$ cat src/rtl/sync_fifo_pkg.sv
// sync_fifo_pkg
//   Shared definitions for the parametrised synchronous FIFO:
//   - ptr_width / cnt_width : derive pointer and occupancy widths from DEPTH
//   - DEF_* constants       : default geometry and threshold settings
//   - op_t / op_classify    : per-cycle operation class (idle/write/read/both)
//   - fifo_flags_t          : bundle of the decoded status flags
package sync_fifo_pkg;

  localparam int DEF_WIDTH     = 8;
  localparam int DEF_DEPTH     = 16;
  // almost_full default sits this many entries below DEPTH
  localparam int DEF_AF_MARGIN = 2;
  localparam int DEF_AE_LEVEL  = 2;

  // Encoding is {rd, wr} so op_classify is a plain concatenation.
  typedef enum logic [1:0] {
    OP_IDLE = 2'b00,
    OP_WR   = 2'b01,
    OP_RD   = 2'b10,
    OP_RW   = 2'b11
  } op_t;

  typedef struct packed {
    logic full;
    logic empty;
    logic almost_full;
    logic almost_empty;
  } fifo_flags_t;

  // Pointer indexes DEPTH entries.
  function automatic int ptr_width(input int depth);
    return (depth > 1) ? $clog2(depth) : 1;
  endfunction

  // Count needs one more bit than the pointer so that DEPTH itself fits.
  function automatic int cnt_width(input int depth);
    return ptr_width(depth) + 1;
  endfunction

  function automatic op_t op_classify(input logic wr, input logic rd);
    return op_t'({rd, wr});
  endfunction

endpackage

$ cat src/rtl/fifo_ptr_ctr.sv
// fifo_ptr_ctr
//   Wrap-around pointer register. Increments by one when i_inc is high and
//   wraps naturally from 2**PW-1 to 0 (DEPTH is a power of two, so the
//   pointer width alone implements the modulo).
// Ports:
//   i_clock : rising-edge clock
//   i_reset : synchronous active-high reset, clears the pointer
//   i_inc   : advance the pointer this cycle
//   o_ptr   : current pointer value
module fifo_ptr_ctr #(
  parameter int PW = 4
) (
  input  logic          i_clock,
  input  logic          i_reset,
  input  logic          i_inc,
  output logic [PW-1:0] o_ptr
);

  logic [PW-1:0] r_ptr;

  always_ff @(posedge i_clock) begin
    if (i_reset)    r_ptr <= '0;
    else if (i_inc) r_ptr <= r_ptr + 1'b1;
  end

  assign o_ptr = r_ptr;

endmodule

$ cat src/rtl/sync_fifo_param.sv
// sync_fifo_param
//   Parametrised single-clock FIFO using the full DEPTH capacity, with
//   simultaneous read/write, occupancy output, programmable almost-full /
//   almost-empty flags and one-cycle overflow/underflow pulses.
//   Read data is registered: dout updates the cycle after an accepted read
//   and otherwise holds its last value.
// Ports:
//   i_clock        : rising-edge clock
//   i_reset        : synchronous active-high reset (wins over wr/rd)
//   i_wr, i_din    : write request and data
//   i_rd           : read request
//   o_dout         : registered read data
//   o_full/o_empty : count == DEPTH / count == 0
//   o_almost_full  : count >= AF_LEVEL
//   o_almost_empty : count <= AE_LEVEL
//   o_count        : occupancy, $clog2(DEPTH)+1 bits
//   o_overflow     : pulse, a write was rejected the previous cycle
//   o_underflow    : pulse, a read was rejected the previous cycle
// Optional: define SYNC_FIFO_ASSERT_EN to compile in concurrent assertions
//   and elaboration-time parameter checks.
module sync_fifo_param
  import sync_fifo_pkg::*;
#(
  parameter int WIDTH    = DEF_WIDTH,
  parameter int DEPTH    = DEF_DEPTH,
  parameter int AF_LEVEL = DEPTH - DEF_AF_MARGIN,
  parameter int AE_LEVEL = DEF_AE_LEVEL
) (
  input  logic                        i_clock,
  input  logic                        i_reset,
  input  logic                        i_wr,
  input  logic                        i_rd,
  input  logic [WIDTH-1:0]            i_din,
  output logic [WIDTH-1:0]            o_dout,
  output logic                        o_full,
  output logic                        o_empty,
  output logic                        o_almost_full,
  output logic                        o_almost_empty,
  output logic [cnt_width(DEPTH)-1:0] o_count,
  output logic                        o_overflow,
  output logic                        o_underflow
);

  localparam int PW = ptr_width(DEPTH);
  localparam int CW = cnt_width(DEPTH);

  localparam logic [CW-1:0] C_DEPTH   = CW'(DEPTH);
  localparam logic [CW-1:0] C_DEPTHM1 = CW'(DEPTH - 1);
  localparam logic [CW-1:0] C_AF      = CW'(AF_LEVEL);
  localparam logic [CW-1:0] C_AE      = CW'(AE_LEVEL);

  // Storage is deliberately not reset.
  logic [WIDTH-1:0] r_mem [DEPTH];

  logic [PW-1:0]    w_wrptr;
  logic [PW-1:0]    w_rdptr;
  logic [CW-1:0]    r_count;
  logic [WIDTH-1:0] r_dout;
  logic             r_overflow;
  logic             r_underflow;

  fifo_flags_t      w_flags;
  logic             w_wr_ok;
  logic             w_rd_ok;
  op_t              w_op;

  // Flags decode straight off the registered count.
  always_comb begin
    w_flags              = '0;
    w_flags.full         = (r_count == C_DEPTH);
    w_flags.empty        = (r_count == '0);
    w_flags.almost_full  = (r_count >= C_AF);
    w_flags.almost_empty = (r_count <= C_AE);
  end

  // A write into a full FIFO is still accepted when a read frees the slot in
  // the same cycle. Reset masks both so a request coincident with reset
  // touches neither pointers nor memory.
  assign w_wr_ok = i_wr & (~w_flags.full | i_rd) & ~i_reset;
  assign w_rd_ok = i_rd & ~w_flags.empty & ~i_reset;
  assign w_op    = op_classify(w_wr_ok, w_rd_ok);

  fifo_ptr_ctr #(.PW(PW)) u_wrptr (
    .i_clock (i_clock),
    .i_reset (i_reset),
    .i_inc   (w_wr_ok),
    .o_ptr   (w_wrptr)
  );

  fifo_ptr_ctr #(.PW(PW)) u_rdptr (
    .i_clock (i_clock),
    .i_reset (i_reset),
    .i_inc   (w_rd_ok),
    .o_ptr   (w_rdptr)
  );

  always_ff @(posedge i_clock) begin
    if (w_wr_ok) r_mem[w_wrptr] <= i_din;
  end

  // When full with wr & rd, rdptr == wrptr: the non-blocking read below
  // captures the old word before the write lands in the same slot.
  always_ff @(posedge i_clock) begin
    if (i_reset) begin
      r_count     <= '0;
      r_dout      <= '0;
      r_overflow  <= 1'b0;
      r_underflow <= 1'b0;
    end else begin
      case (w_op)
        OP_WR:   r_count <= r_count + 1'b1;
        OP_RD:   r_count <= r_count - 1'b1;
        default: r_count <= r_count;
      endcase
      if (w_rd_ok) r_dout <= r_mem[w_rdptr];
      r_overflow  <= i_wr & w_flags.full & ~i_rd;
      r_underflow <= i_rd & w_flags.empty;
    end
  end

  assign o_dout         = r_dout;
  assign o_full         = w_flags.full;
  assign o_empty        = w_flags.empty;
  assign o_almost_full  = w_flags.almost_full;
  assign o_almost_empty = w_flags.almost_empty;
  assign o_count        = r_count;
  assign o_overflow     = r_overflow;
  assign o_underflow    = r_underflow;

`ifdef SYNC_FIFO_ASSERT_EN
  if ((DEPTH < 2) || ((DEPTH & (DEPTH - 1)) != 0)) begin : g_bad_depth
    $error("sync_fifo_param: DEPTH must be a power of two >= 2");
  end
  if ((AF_LEVEL < 1) || (AF_LEVEL > DEPTH)) begin : g_bad_af
    $error("sync_fifo_param: AF_LEVEL must be in 1..DEPTH");
  end
  if ((AE_LEVEL < 0) || (AE_LEVEL > DEPTH - 1)) begin : g_bad_ae
    $error("sync_fifo_param: AE_LEVEL must be in 0..DEPTH-1");
  end

  a_reset_state: assert property (@(posedge i_clock)
    $past(i_reset) |-> (r_count == '0 && w_wrptr == '0 && w_rdptr == '0));

  a_count_max: assert property (@(posedge i_clock) disable iff (i_reset)
    r_count <= C_DEPTH);

  a_full_empty_excl: assert property (@(posedge i_clock) disable iff (i_reset)
    !(w_flags.full && w_flags.empty));

  a_becomes_full: assert property (@(posedge i_clock) disable iff (i_reset)
    (w_op == OP_WR && r_count == C_DEPTHM1) |=> w_flags.full);

  a_becomes_empty: assert property (@(posedge i_clock) disable iff (i_reset)
    (w_op == OP_RD && r_count == CW'(1)) |=> w_flags.empty);

  a_overflow_cause: assert property (@(posedge i_clock) disable iff (i_reset)
    r_overflow |-> $past(w_flags.full));
`endif

endmodule

$ cat config.mk
export PLATFORM = sky130hd
export DESIGN_NAME = sync_fifo_param
export DESIGN_NICKNAME = d
export VERILOG_FILES = /design/src/rtl/sync_fifo_pkg.sv /design/src/rtl/fifo_ptr_ctr.sv /design/src/rtl/sync_fifo_param.sv
export SDC_FILE = /design/constraint.sdc
export NUM_CORES = 1
export LEC_CHECK = 0
export ABC_AREA = 0
export CAP_MARGIN = 20
export CORE_ASPECT_RATIO = 0.9
export CORE_MARGIN = 8
export CORE_UTILIZATION = 45
export CTS_CLUSTER_SIZE = 10
export DETAILED_ROUTE_END_ITERATION = 8
export GPL_TIMING_DRIVEN = 0
export SKIP_LAST_GASP = 1
export SYNTH_ARGS = -nofsm -noshare
export SYNTH_HDL_FRONTEND = slang
export SYNTH_SLANG_ARGS = --single-unit
$ cat constraint.sdc
create_clock -name i_clock -period 3.8 [get_ports i_clock]
set_input_delay 0.57 -clock i_clock [delete_from_list [all_inputs] [get_ports i_clock]]
set_output_delay 0.57 -clock i_clock [all_outputs]
set_load 0.05 [all_outputs]
==> reports/summary.log, run 1 <==
qor: global_routing.grt_use_total 14.4%
qor: global_routing.groute.layer.met1.usage 19.7%
qor: placed_design.dpl_worst_slack -0.0114 ns
qor: yosys.yosys_warnings 0
qor: yosys.synth.ff_latch_count 151
qor: placed_design.place.gp.congestion 0.752
qor: clock_tree.tritoncts yes
qor: worst_setup_path.cp_slowest_stage_delay 0.46 ns
qor: route.routed_via_density 5.35
qor: power_and_ir_drop.comb_power_share 8.4%
qor: worst_setup_path.cpMostUsedCell sky130_fd_sc_hd__ha_1
qor: power_and_ir_drop.vdd_ir_drop_max 333 uV
qor: power_and_ir_drop.power.switching 855 uW
qor: yosys.synth-async-reset-ratio 0%
qor: worst_setup_path.cp_cell_sequence nor4_4 -> nand2_1 -> nand2b_1 -> clkbuf_1 -> inv_2 -> ha_1 -> ha_1 -> nor2b_1 -> o21ai_0 -> a21oi_1 -> or3b_2 -> mux2_2
qor: placed_design.post_dp_cell_area 0.00657 mm^2
qor: layout.fraction_of_final_layout_cells_with_drive_strength_greater_than_1 19.3%
qor: clock_tree.max-clock-path-buffers 2
qor: floorplanning.core_area 0.0132 mm^2
qor: placed_design.port_buffers 30
qor: worst_setup_path.setup.worst_path.end_class register
qor: worst_setup_path.worstPathMaxFanout 8
qor: timing.worst_slack 0.408 ns
qor: route.post-route-drc-count 0
qor: yosys.post_synth_num_cell_types 33
qor: global_routing.grt_pass1_vias 3119
qor: yosys.synth_fp_nets 355
qor: run.max_cap_viol_count 0
qor: yosys.synthesis.instances 333
qor: layout.nFillCells 1056
qor: clock_tree.post_cts_buffers 0
qor: global_routing.grt_pass1_wl 18.6 mm
qor: global_routing.gr-usage-met3 4.21%
qor: route.count_of_routing_violations_after_the_opening_detailed_route_iteration 230
qor: status.outcome finished clean
qor: worst_setup_path.worst_ep_required_time 4.11 ns
qor: floorplanning.die_x 138 um
qor: timing.relSlewSlack 33.6%
qor: timing.final-hold-violation-count 0
qor: floorplanning.die_y 126 um
qor: yosys.syn-cell-area 0.00604 mm^2
qor: clock_tree.cts.reportedPaths.clkPinSlew 0.06 ns
qor: yosys.number_of_flops_mapped_to_enable_cells_by_yosys 128
qor: global_routing.grt_start_max_net_pins 17
qor: worst_setup_path.critical_path.top_delay_family simple AND/OR/NAND/NOR gates
qor: power_and_ir_drop.sequentialPowerShare 47.5%
qor: layout.final_common_cell sky130_fd_sc_hd__edfxtp_1
qor: route.routedWlPerCell 21.1 um
qor: yosys.yosys_most_used_dff sky130_fd_sc_hd__edfxtp_1
qor: yosys.yosysSeqAreaShare 71.3%
qor: layout.stdcell_area 0.00718 mm^2
qor: clock_tree.clock-sinks 151
qor: clock_tree.root_buffer sky130_fd_sc_hd__clkbuf_16
qor: global_routing.antenna_found_initial 0
qor: layout.antennaDiodeCount 0
qor: clock_tree.tritoncts.num_buffers 17
qor: power_and_ir_drop.switching_share 22.0%
qor: timing.finalSetupViolations 0
qor: power_and_ir_drop.power_density 542 mW/mm^2
qor: yosys.syn-mean-instance-area 18.1 um^2
qor: worst_setup_path.cp_slowest_cell sky130_fd_sc_hd__or3b_2
qor: floorplanning.num_io_pins 31
qor: clock_tree.clkLatencyLatePin 0.42 ns
qor: floorplanning.floorplan.initialDensity 45.7%
qor: worst_setup_path.arrival_time_worst_endpoint 3.70 ns
qor: worst_setup_path.criticalPathCategory reg -> reg
qor: clock_tree.ctsHtreeMaxLevel 4
qor: global_routing.grt-ovfl-total 0
qor: route.antenna_violating_nets_remaining 0
qor: route.vias 3035
qor: timing.fmax 295 MHz
qor: min_path.hold_path_class reg -> reg
qor: timing.final_max_slew_viol_count 0
qor: timing.tightest_slew 0.993 ns
qor: power_and_ir_drop.p_int 3.03 mW
qor: timing.worst_clock_skew 0.00625 ns
qor: worst_setup_path.path_buf_inv 2
qor: timing.unrepaired_setup_endpoints_after_global_routing no
qor: layout.layout_common_cells sky130_fd_sc_hd__edfxtp_1 (128), sky130_fd_sc_hd__mux4_2 (31), sky130_fd_sc_hd__clkdlybuf4s50_1 (30)
qor: layout.area_growth 18.9%
qor: timing.final_min_period_over_clock_period 89.3%
qor: placed_design.dp.final_hpwl 8.01 mm
qor: clock_tree.ctsResizeCount 0
qor: route.drt-total-wl 12.0 mm
qor: power_and_ir_drop.clock_power_share 44.1%
qor: timing.period_minus_slack 3.39 ns
qor: clock_tree.cts.hold.buffers_added 0
qor: power_and_ir_drop.power.leakage 2.32 nW
qor: route.dr.pass1.iters 5
qor: layout.nNetsFinal 408
qor: global_routing.grt_most_used_layer met2
qor: worst_setup_path.start_kind register
qor: global_routing.grt_use_met2 21.1%
qor: floorplanning.floorplan.die_area 0.0174 mm^2
qor: floorplanning.rows 40
## per-stage QoR
step           TNS [ns]  power, mW  instances  utilization [%]  hold WS [ns]
2_1_floorplan         0       2.09        333                -         0.521
3_3_place_gp          0       2.20        531             49.6         0.449
3_5_place_dp    -0.0114       2.21        535             49.7         0.454
4_1_cts               0       3.93        567             54.3         0.462
5_1_grt               0       4.01        567             54.3         0.506
6_report              0       3.89        567             54.3         0.460
## worst register-to-register path: cells and delay by family, from the launching register on
kind / cells / cell delay [ns]
simple gates: 5 / 1.28
fa+ha+maj: 2 / 0.59
buf+inv: 2 / 0.47
flops: 1 / 0.39
compound gates: 2 / 0.29
mux: 1 / 0.28
## area by class of cell
type / instances / area [um^2] / area share (%)
Inverter: 12 / 45.0 / 0.627
Clock inverter: 15 / 185 / 2.58
Timing Repair Buffer: 34 / 320 / 4.46
Sequential cell: 151 / 4300 / 60.0
Tap cell: 168 / 210 / 2.93
Clock buffer: 17 / 425 / 5.93
Buffer: 16 / 91.3 / 1.27
Multi-Input combinational cell: 154 / 1600 / 22.3
## final timing paths
kind               from    endpoint  slack, ns  cells after the start
min reg2reg   o_dout[7]   o_dout[7]       0.46                      2
max          o_count[0]  o_count[4]       0.41                     12
min           o_dout[7]   o_dout[7]       0.46                      2
max reg2reg  o_count[0]  o_count[4]       0.41                     12
## flip-flops by register name, summed over array words and instances, names as in the netlist
name           cells
o_underflow        1
o_overflow         1
u_wrptr.o_ptr      4
u_rdptr.o_ptr      4
o_dout             8
o_count            5
r_mem            128
## power groups by stage
stage               clock, mW  sequential (mW)  combinational [mW]
floorplan                   0             1.94               0.156
global placement            0             1.88               0.323
detailed placement          0             1.88               0.330
CTS                      1.75             1.85               0.330
global route             1.81             1.85               0.354
finish                   1.71             1.85               0.325
## synthesized netlist by cell type (2+ instances only)
master | instances | share of area [%]
sky130_fd_sc_hd__inv_1 | 11 | 0.68
sky130_fd_sc_hd__nand4_1 | 2 | 0.21
sky130_fd_sc_hd__nand2b_1 | 7 | 0.73
sky130_fd_sc_hd__a21oi_1 | 6 | 0.50
sky130_fd_sc_hd__dfxtp_1 | 23 | 7.6
sky130_fd_sc_hd__nand3b_1 | 6 | 0.75
sky130_fd_sc_hd__buf_2 | 6 | 0.50
sky130_fd_sc_hd__o21ai_0 | 2 | 0.17
sky130_fd_sc_hd__nor2_1 | 26 | 1.6
sky130_fd_sc_hd__mux2i_1 | 13 | 2.2
sky130_fd_sc_hd__xnor2_1 | 3 | 0.44
sky130_fd_sc_hd__o221ai_1 | 6 | 0.87
sky130_fd_sc_hd__ha_1 | 9 | 1.9
sky130_fd_sc_hd__nand2_1 | 15 | 0.93
sky130_fd_sc_hd__nor2b_1 | 2 | 0.21
sky130_fd_sc_hd__clkbuf_1 | 8 | 0.50
sky130_fd_sc_hd__xor2_1 | 5 | 0.73
sky130_fd_sc_hd__edfxtp_1 | 128 | 64
sky130_fd_sc_hd__mux4_1 | 3 | 1.3
sky130_fd_sc_hd__nand3_1 | 4 | 0.33
sky130_fd_sc_hd__mux4_2 | 31 | 12
sky130_fd_sc_hd__nor3_1 | 6 | 0.50
## layer usage
layer	part of all wire, %	wire (um)
met1	48	5740
met4	1.7	207
met3	5.8	699
met2	44	5320
met5	0	0
## kinds of logic (layout without fill, tap and decap cells)
| group | after synthesis | after routing | synth area share [%] |
|---|---|---|---|
| flops | 151 | 151 | 71.3 |
| simple gates | 70 | 70 | 5.76 |
| mux | 48 | 48 | 15.2 |
| buf+inv | 28 | 94 | 2.26 |
| compound gates | 18 | 18 | 2.13 |
| fa+ha+maj | 10 | 10 | 2.20 |
| xor+xnor | 8 | 8 | 1.16 |
(Power assumes the default switching activity.)
==> run 2: changes to the inputs <==
--- a/config.mk
+++ b/config.mk
@@ -13,7 +13,9 @@
 export CTS_CLUSTER_SIZE = 10
 export DETAILED_ROUTE_END_ITERATION = 8
 export GPL_TIMING_DRIVEN = 0
+export HOLD_SLACK_MARGIN = 0.1
 export SKIP_LAST_GASP = 1
+export SLEW_MARGIN = 10
 export SYNTH_ARGS = -nofsm -noshare
 export SYNTH_HDL_FRONTEND = slang
 export SYNTH_SLANG_ARGS = --single-unit
==> run 2 against run 1 <==
  * Clock power hardly changed
  * Clock skew is 0.0046 ns higher
  * Power is 0.49% lower
  * Sequential cell count stayed put
  * Die area stayed put
  * Sequential power hardly changed
  * Count of clock-buffer cells in the layout is 4 higher
  * Design area is 0.21% lower
  * Final cell count is 0.71% lower
  * Largest cell class unchanged
  * Highest routed layer unchanged
  * Core utilization is 0.11 points lower
  * Maximum frequency is 0.77% lower
==> reports/summary.log, run 2 (synthesized netlist as in run 1, its figures left out) <==
qor: status.outcome finished clean [unchanged]
qor: clock_tree.ctsResizeCount 0 [unchanged]
qor: floorplanning.core_area 0.0132 mm^2 [unchanged]
qor: timing.worst_clock_skew 0.0109 ns [was 0.00625 ns]
qor: clock_tree.tritoncts.num_buffers 17 [unchanged]
qor: clock_tree.cts.reportedPaths.clkPinSlew 0.06 ns [about the same]
qor: min_path.hold_path_class reg -> reg [unchanged]
qor: route.routedWlPerCell 21.3 um [was 21.1 um]
qor: timing.relSlewSlack 34.5% [was 33.6%]
qor: route.vias 3037 [was 3035]
qor: timing.fmax 292 MHz [was 295 MHz]
qor: power_and_ir_drop.p_int 3.03 mW [about the same]
qor: floorplanning.die_y 126 um [unchanged]
qor: run.max_cap_viol_count 0 [unchanged]
qor: worst_setup_path.cp_slowest_cell sky130_fd_sc_hd__or3b_2 [unchanged]
qor: clock_tree.ctsHtreeMaxLevel 4 [unchanged]
qor: layout.area_growth 18.6% [was 18.9%]
qor: layout.antennaDiodeCount 0 [unchanged]
qor: route.drt-total-wl 12.0 mm [about the same]
qor: clock_tree.clock-sinks 151 [unchanged]
qor: route.count_of_routing_violations_after_the_opening_detailed_route_iteration 203 [was 230]
qor: power_and_ir_drop.clock_power_share 43.8% [was 44.1%]
qor: placed_design.dpl_worst_slack -0.0189 ns [was -0.0114 ns]
qor: floorplanning.floorplan.die_area 0.0174 mm^2 [unchanged]
qor: worst_setup_path.criticalPathCategory reg -> reg [unchanged]
qor: worst_setup_path.critical_path.top_delay_family simple AND/OR/NAND/NOR gates [unchanged]
qor: worst_setup_path.setup.worst_path.end_class register [unchanged]
qor: floorplanning.num_io_pins 31 [unchanged]
qor: power_and_ir_drop.power.switching 835 uW [was 855 uW]
qor: layout.layout_common_cells sky130_fd_sc_hd__edfxtp_1 (128), sky130_fd_sc_hd__mux4_2 (31), sky130_fd_sc_hd__clkdlybuf4s50_1 (30) [unchanged]
qor: layout.final_common_cell sky130_fd_sc_hd__edfxtp_1 [unchanged]
qor: clock_tree.tritoncts yes [unchanged]
qor: worst_setup_path.start_kind register [unchanged]
qor: global_routing.grt_pass1_wl 18.7 mm [was 18.6 mm]
qor: power_and_ir_drop.power_density 540 mW/mm^2 [was 542 mW/mm^2]
qor: timing.finalSetupTns 0 ns [unchanged]
qor: timing.final-hold-violation-count 0 [unchanged]
qor: global_routing.grt_use_total 14.6% [was 14.4%]
qor: worst_setup_path.cpMostUsedCell sky130_fd_sc_hd__ha_1 [unchanged]
qor: placed_design.place_inst 531 [was 535]
qor: timing.holdWs 0.454 ns [was 0.460 ns]
qor: layout.final-instance-count-excl-fill 563 [was 567]
qor: clock_tree.clkLatencyLatePin 0.43 ns [was 0.42 ns]
qor: global_routing.grt_pass1_vias 3151 [was 3119]
qor: worst_setup_path.arrival_time_worst_endpoint 3.72 ns [was 3.70 ns]
qor: clock_tree.max-clock-path-buffers 2 [unchanged]
qor: timing.worst_slack 0.381 ns [was 0.408 ns]
qor: timing.tightest_slew 0.979 ns [was 0.993 ns]
qor: floorplanning.die_x 138 um [unchanged]
qor: placed_design.place.gp.congestion 0.752 [unchanged]
qor: power_and_ir_drop.switching_share 21.6% [was 22.0%]
qor: clock_tree.cts.hold.buffers_added 0 [unchanged]
qor: timing.final_min_period_over_clock_period 90.0% [was 89.3%]
qor: global_routing.grt-ovfl-total 0 [unchanged]
qor: timing.period_minus_slack 3.42 ns [was 3.39 ns]
qor: layout.finalCoreUtilization 54.2% [was 54.3%]
qor: worst_setup_path.cp_slowest_stage_delay 0.46 ns [about the same]
qor: route.antenna_violating_nets_remaining 0 [unchanged]
qor: floorplanning.floorplan.initialDensity 45.7% [unchanged]
qor: power_and_ir_drop.comb_power_share 8.4% [about the same]
qor: worst_setup_path.worst_ep_required_time 4.11 ns [about the same]
qor: timing.final_max_slew_viol_count 0 [unchanged]
qor: global_routing.grt_start_max_net_pins 17 [unchanged]
qor: worst_setup_path.path_buf_inv 2 [unchanged]
qor: layout.largest_reg_flops 128 [unchanged]
qor: floorplanning.rows 40 [unchanged]
qor: layout.nNetsFinal 404 [was 408]
qor: placed_design.port_buffers 30 [unchanged]
qor: worst_setup_path.cp_cell_sequence nor4_4 -> nand2_1 -> nand2b_1 -> clkbuf_1 -> inv_2 -> ha_1 -> ha_1 -> nor2b_1 -> o21ai_0 -> a21oi_1 -> or3b_2 -> mux2_2 [unchanged]
qor: layout.max_flop_register r_mem [unchanged]
qor: power_and_ir_drop.power.leakage 2.32 nW [about the same]
qor: power_and_ir_drop.sequentialPowerShare 47.8% [was 47.5%]
qor: power_and_ir_drop.vdd_ir_drop_max 300 uV [was 333 uV]
qor: timing.finalSetupViolations 0 [unchanged]
qor: clock_tree.post_cts_buffers 0 [unchanged]
qor: layout.nFillCells 1050 [was 1056]
qor: placed_design.dp.final_hpwl 7.92 mm [was 8.01 mm]
qor: layout.fraction_of_final_layout_cells_with_drive_strength_greater_than_1 18.5% [was 19.3%]
qor: timing.unrepaired_setup_endpoints_after_global_routing no [unchanged]
qor: route.post-route-drc-count 0 [unchanged]
qor: route.dr.pass1.iters 4 [was 5]
qor: route.routed_via_density 5.39 [was 5.35]
qor: clock_tree.root_buffer sky130_fd_sc_hd__clkbuf_16 [unchanged]
qor: worst_setup_path.worstPathMaxFanout 8 [unchanged]
qor: global_routing.antenna_found_initial 0 [unchanged]
run 2: cell count changes in the layout (fill, tap and decap cells not counted), sizes merged:
cell / previous run / this run
buf: 12 / 8
clkbuf: 25 / 29
clkinvlp: 4 / 0
run 2: layer usage:
metal  share of wire, %  global-route usage [%]
met2                 46                    21.0
met1                 47                    20.3
met4               0.97                    6.58
met3                5.9                    3.91
met5                  0                       0
run 2: tightest hold or removal path, stage by stage (launching register included):
cell and delay, ns:
sky130_fd_sc_hd__dfxtp_1 0.30, sky130_fd_sc_hd__nand2_1 0.05, sky130_fd_sc_hd__a21oi_1 0.05
run 2: power groups by stage:
stage	sequential (mW)	combinational, mW	clock, mW
2_1_floorplan	1.94	0.156	0
3_3_place_gp	1.88	0.323	0
3_5_place_dp	1.88	0.329	0
4_1_cts	1.85	0.331	1.73
5_1_grt	1.85	0.354	1.79
6_report	1.85	0.325	1.69
run 2: cell type report:
cell class / instances / area, um^2 / share of cell area, %
sequential: 151 / 4300 / 60.1
tap: 168 / 210 / 2.93
buffer: 16 / 91.3 / 1.27
clock inverter: 11 / 155 / 2.17
clock buffer: 21 / 440 / 6.15
multi-input combinational: 154 / 1620 / 22.6
inverter: 12 / 45.0 / 0.629
timing repair buffer: 30 / 300 / 4.19
run 2: final timing paths:
check,cells past startpoint,start,to,slack (ns)
max,12,o_count[0],o_count[4],0.38
min,2,o_dout[7],o_dout[7],0.45
max reg2reg,12,o_count[0],o_count[4],0.38
min reg2reg,2,o_dout[7],o_dout[7],0.45
run 2: stage by stage:
stage          cell area (um^2)  power [mW]
6_report                   7160        3.87
5_1_grt                    7160        3.99
4_1_cts                    7160        3.91
3_5_place_dp               6570        2.21
3_3_place_gp               6550        2.20
2_1_floorplan              6040        2.09
==> run 3: changes to the inputs <==
--- a/config.mk
+++ b/config.mk
@@ -18,4 +18,5 @@
 export SLEW_MARGIN = 10
 export SYNTH_ARGS = -nofsm -noshare
 export SYNTH_HDL_FRONTEND = slang
+export SYNTH_HIERARCHICAL = 1
 export SYNTH_SLANG_ARGS = --single-unit
==> run 3 against run 2 <==
  * Via count rose by 0.23%
  * First-iteration DRC count rose by 46%
  * Setup slack got worse by 0.15 ns
  * Critical endpoint unchanged
==> reports/summary.log, run 3 <==
qor: status.outcome finished clean [unchanged]
qor: floorplanning.num_io_pins 31 [unchanged]
qor: yosys.most_frequently_used_cell_type_in_the_post_synthesis_netlist sky130_fd_sc_hd__edfxtp_1 [unchanged]
qor: clock_tree.max-clock-path-buffers 2 [unchanged]
qor: layout.largest_reg_flops 128 [unchanged]
qor: timing.period_minus_slack 3.57 ns [was 3.42 ns]
qor: floorplanning.core_area 0.0132 mm^2 [unchanged]
qor: floorplanning.die_y 126 um [about the same]
qor: yosys.yosysSeqAreaShare 71.3% [about the same]
qor: yosys.most_numerous_cell_types_in_the_synthesized_netlist sky130_fd_sc_hd__edfxtp_1 (128), sky130_fd_sc_hd__nor2_1 (26), sky130_fd_sc_hd__dfxtp_1 (23), sky130_fd_sc_hd__mux4_2 (22), sky130_fd_sc_hd__mux2i_1 (11) [was sky130_fd_sc_hd__edfxtp_1 (128), sky130_fd_sc_hd__mux4_2 (31), sky130_fd_sc_hd__nor2_1 (26), sky130_fd_sc_hd__dfxtp_1 (23), sky130_fd_sc_hd__nand2_1 (15)]
qor: yosys.synthesis.instances 325 [was 333]
qor: clock_tree.tritoncts yes [unchanged]
qor: route.post-route-drc-count 0 [unchanged]
qor: layout.fraction_of_final_layout_cells_with_drive_strength_greater_than_1 21.4% [was 18.5%]
qor: clock_tree.cts.reportedPaths.clkPinSlew 0.06 ns [about the same]
qor: yosys.syn-cell-area 0.00604 mm^2 [about the same]
qor: floorplanning.floorplan.initialDensity 45.7% [about the same]
qor: global_routing.grt-ovfl-total 0 [unchanged]
qor: power_and_ir_drop.power_density 574 mW/mm^2 [was 540 mW/mm^2]
qor: yosys.yosys_most_used_dff sky130_fd_sc_hd__edfxtp_1 [unchanged]
qor: power_and_ir_drop.power.leakage 2.41 nW [was 2.32 nW]
qor: timing.finalSetupTns 0 ns [unchanged]
qor: worst_setup_path.criticalPathCategory in -> reg [was reg -> reg]
qor: layout.area_growth 20.7% [was 18.6%]
qor: yosys.number_of_flops_mapped_to_enable_cells_by_yosys 128 [unchanged]
qor: timing.holdWs 0.516 ns [was 0.454 ns]
qor: yosys.yosys_warnings 6 [was 0]
qor: route.count_of_routing_violations_after_the_opening_detailed_route_iteration 297 [was 203]
qor: global_routing.grt_use_total 14.2% [was 14.6%]
qor: route.routed_via_density 5.48 [was 5.39]
qor: yosys.synth-async-reset-ratio 0% [unchanged]
qor: layout.nFillCells 1069 [was 1050]
qor: yosys.synth.ff_latch_count 151 [unchanged]
qor: worst_setup_path.cp_cell_sequence clkdlybuf4s50_1 -> clkbuf_1 -> nand2b_1 -> a21oi_4 -> ha_1 -> inv_1 -> fa_1 -> nor2b_1 -> o21ai_0 -> nand3_1 -> or3b_1 -> mux2_2 [was nor4_4 -> nand2_1 -> nand2b_1 -> clkbuf_1 -> inv_2 -> ha_1 -> ha_1 -> nor2b_1 -> o21ai_0 -> a21oi_1 -> or3b_2 -> mux2_2]
qor: worst_setup_path.cp_slowest_cell sky130_fd_sc_hd__clkdlybuf4s50_1 [was sky130_fd_sc_hd__or3b_2]
qor: clock_tree.root_buffer sky130_fd_sc_hd__clkbuf_16 [unchanged]
qor: clock_tree.ctsHtreeMaxLevel 4 [unchanged]
qor: global_routing.grt_pass1_vias 3217 [was 3151]
qor: placed_design.port_buffers 30 [unchanged]
qor: route.routedWlPerCell 21.4 um [was 21.3 um]
qor: worst_setup_path.start_kind input port [was register]
qor: global_routing.grt_start_max_net_pins 17 [unchanged]
qor: worst_setup_path.worst_ep_required_time 4.11 ns [about the same]
qor: timing.tightest_slew 0.957 ns [was 0.979 ns]
qor: floorplanning.die_x 138 um [about the same]
qor: timing.final_min_period_over_clock_period 93.9% [was 90.0%]
qor: clock_tree.tritoncts.num_buffers 17 [unchanged]
qor: global_routing.antenna_found_initial 0 [unchanged]
qor: placed_design.place.gp.congestion 0.724 [was 0.752]
qor: run.max_cap_viol_count 0 [unchanged]
qor: timing.worst_clock_skew 0.00709 ns [was 0.0109 ns]
qor: worst_setup_path.arrival_time_worst_endpoint 3.88 ns [was 3.72 ns]
qor: route.vias 3044 [was 3037]
qor: timing.unrepaired_setup_endpoints_after_global_routing no [unchanged]
qor: yosys.syn-mean-instance-area 18.6 um^2 [was 18.1 um^2]
qor: route.dr.pass1.iters 5 [was 4]
qor: timing.finalSetupViolations 0 [unchanged]
qor: yosys.post-synth-top-area-cell sky130_fd_sc_hd__edfxtp_1 [unchanged]
qor: timing.relSlewSlack 36.0% [was 34.5%]
qor: worst_setup_path.worstPathMaxFanout 11 [was 8]
qor: clock_tree.post_cts_buffers 0 [unchanged]
qor: power_and_ir_drop.vdd_ir_drop_max 341 uV [was 300 uV]
qor: yosys.synth_fp_nets 344 [was 355]
qor: layout.nNetsFinal 393 [was 404]
qor: yosys.synthTopCellsByArea sky130_fd_sc_hd__edfxtp_1 (64%), sky130_fd_sc_hd__mux4_2 (8.2%), sky130_fd_sc_hd__dfxtp_1 (7.6%) [was sky130_fd_sc_hd__edfxtp_1 (64%), sky130_fd_sc_hd__mux4_2 (12%), sky130_fd_sc_hd__dfxtp_1 (7.6%)]
qor: worst_setup_path.setup.worst_path.end_class register [unchanged]
qor: min_path.hold_path_class reg -> reg [unchanged]
qor: global_routing.grt_pass1_wl 18.4 mm [was 18.7 mm]
qor: yosys.post_synth_num_cell_types 36 [was 33]
qor: floorplanning.rows 40 [unchanged]
qor: worst_setup_path.cp_slowest_stage_delay 0.61 ns [was 0.46 ns]
qor: route.drt-total-wl 11.9 mm [was 12.0 mm]
qor: layout.antennaDiodeCount 0 [unchanged]
qor: clock_tree.clock-sinks 151 [unchanged]
qor: layout.final_common_cell sky130_fd_sc_hd__edfxtp_1 [unchanged]
qor: floorplanning.floorplan.die_area 0.0174 mm^2 [about the same]
qor: yosys.synth_largest_type_area_fraction 63.7% [about the same]
qor: placed_design.dp.final_hpwl 7.65 mm [was 7.92 mm]
qor: timing.fmax 280 MHz [was 292 MHz]
qor: layout.max_flop_register r_mem [unchanged]
qor: clock_tree.clkLatencyLatePin 0.42 ns [was 0.43 ns]
qor: timing.final-hold-violation-count 0 [unchanged]
qor: timing.final_max_slew_viol_count 0 [unchanged]
qor: route.antenna_violating_nets_remaining 0 [unchanged]
qor: layout.layout_common_cells sky130_fd_sc_hd__edfxtp_1 (128), sky130_fd_sc_hd__clkdlybuf4s50_1 (30), sky130_fd_sc_hd__nor2_1 (26) [was sky130_fd_sc_hd__edfxtp_1 (128), sky130_fd_sc_hd__mux4_2 (31), sky130_fd_sc_hd__clkdlybuf4s50_1 (30)]
[run 3: what timing repair did]
item                       in CTS  in global routing
gates resized for setup         1                  1
hold buffers                    0                  0
setup endpoints to repair       1                  1
[run 3: layout make-up]
type                    count  area (um^2)  area share, %
clock inverters            12          244           3.35
clock buffers              20          467           6.40
inverters                   8         30.0          0.412
plain buffers              13         83.8           1.15
well taps                 168          210           2.88
multi-input cells         153         1650           22.6
flip-flops and latches    151         4300           59.0
repair buffers             30          300           4.12
[run 3: metrics by stage]
step	setup WS, ns	std cells	cell area [um^2]	util [%]	total power, mW
2_1_floorplan	0.149	325	6040	-	2.10
3_3_place_gp	-0.535	523	6550	49.6	2.22
3_5_place_dp	-0.564	523	6570	49.7	2.23
4_1_cts	0.165	555	7280	55.1	4.22
5_1_grt	0.0440	555	7290	55.2	4.31
6_report	0.230	555	7290	55.2	4.18
[run 3: worst paths after layout]
kind	cells after the start	endpoint	startpoint	slack, ns
worst max register to register	11	o_count[4]	o_count[0]	0.32
worst min register to register	2	o_dout[4]	o_dout[4]	0.52
worst min-delay path	2	o_dout[4]	o_dout[4]	0.52
worst max-delay path	12	o_count[4]	i_reset	0.23
[run 3: logic make-up after synthesis]
| logic type | after synthesis | synth area share (%) |
|---|---|---|
| XOR/XNOR | 4 | 0.580 |
| adder cells (fa/ha/maj) | 7 | 1.58 |
| multiplexers | 54 | 16.6 |
| flip-flops | 151 | 71.3 |
| buffers and inverters | 21 | 1.89 |
| AO/OA/AOI/OAI | 30 | 3.09 |
| AND/OR/NAND/NOR | 58 | 5.02 |
[run 3: per-layer routing]
layer / up-vias / global-route usage [%] / part of all wire [%]
met2: 75 / 22.2 / 48
li1: 1403 / - / -
met4: 0 / 6.07 / 1.5
met5: - / 0 / 0
met3: 14 / 4.47 / 5.5
met1: 1552 / 17.9 / 45
[run 3: critical path, delay by kind of cell]
kind / cells / cell delay [ns]
and+or+nand+nor: 4 / 0.86
buffers and inverters: 3 / 1.02
AOI/OAI and AO/OA: 2 / 0.44
adders and majority gates: 2 / 0.73
muxes: 1 / 0.27
[run 3: power by group]
group,switching [mW],leakage (nW),internal [mW]
Clock,0.641,0.344,1.35
Sequential,0.0252,1.34,1.82
Combinational,0.211,0.722,0.133
Total,0.877,2.41,3.31
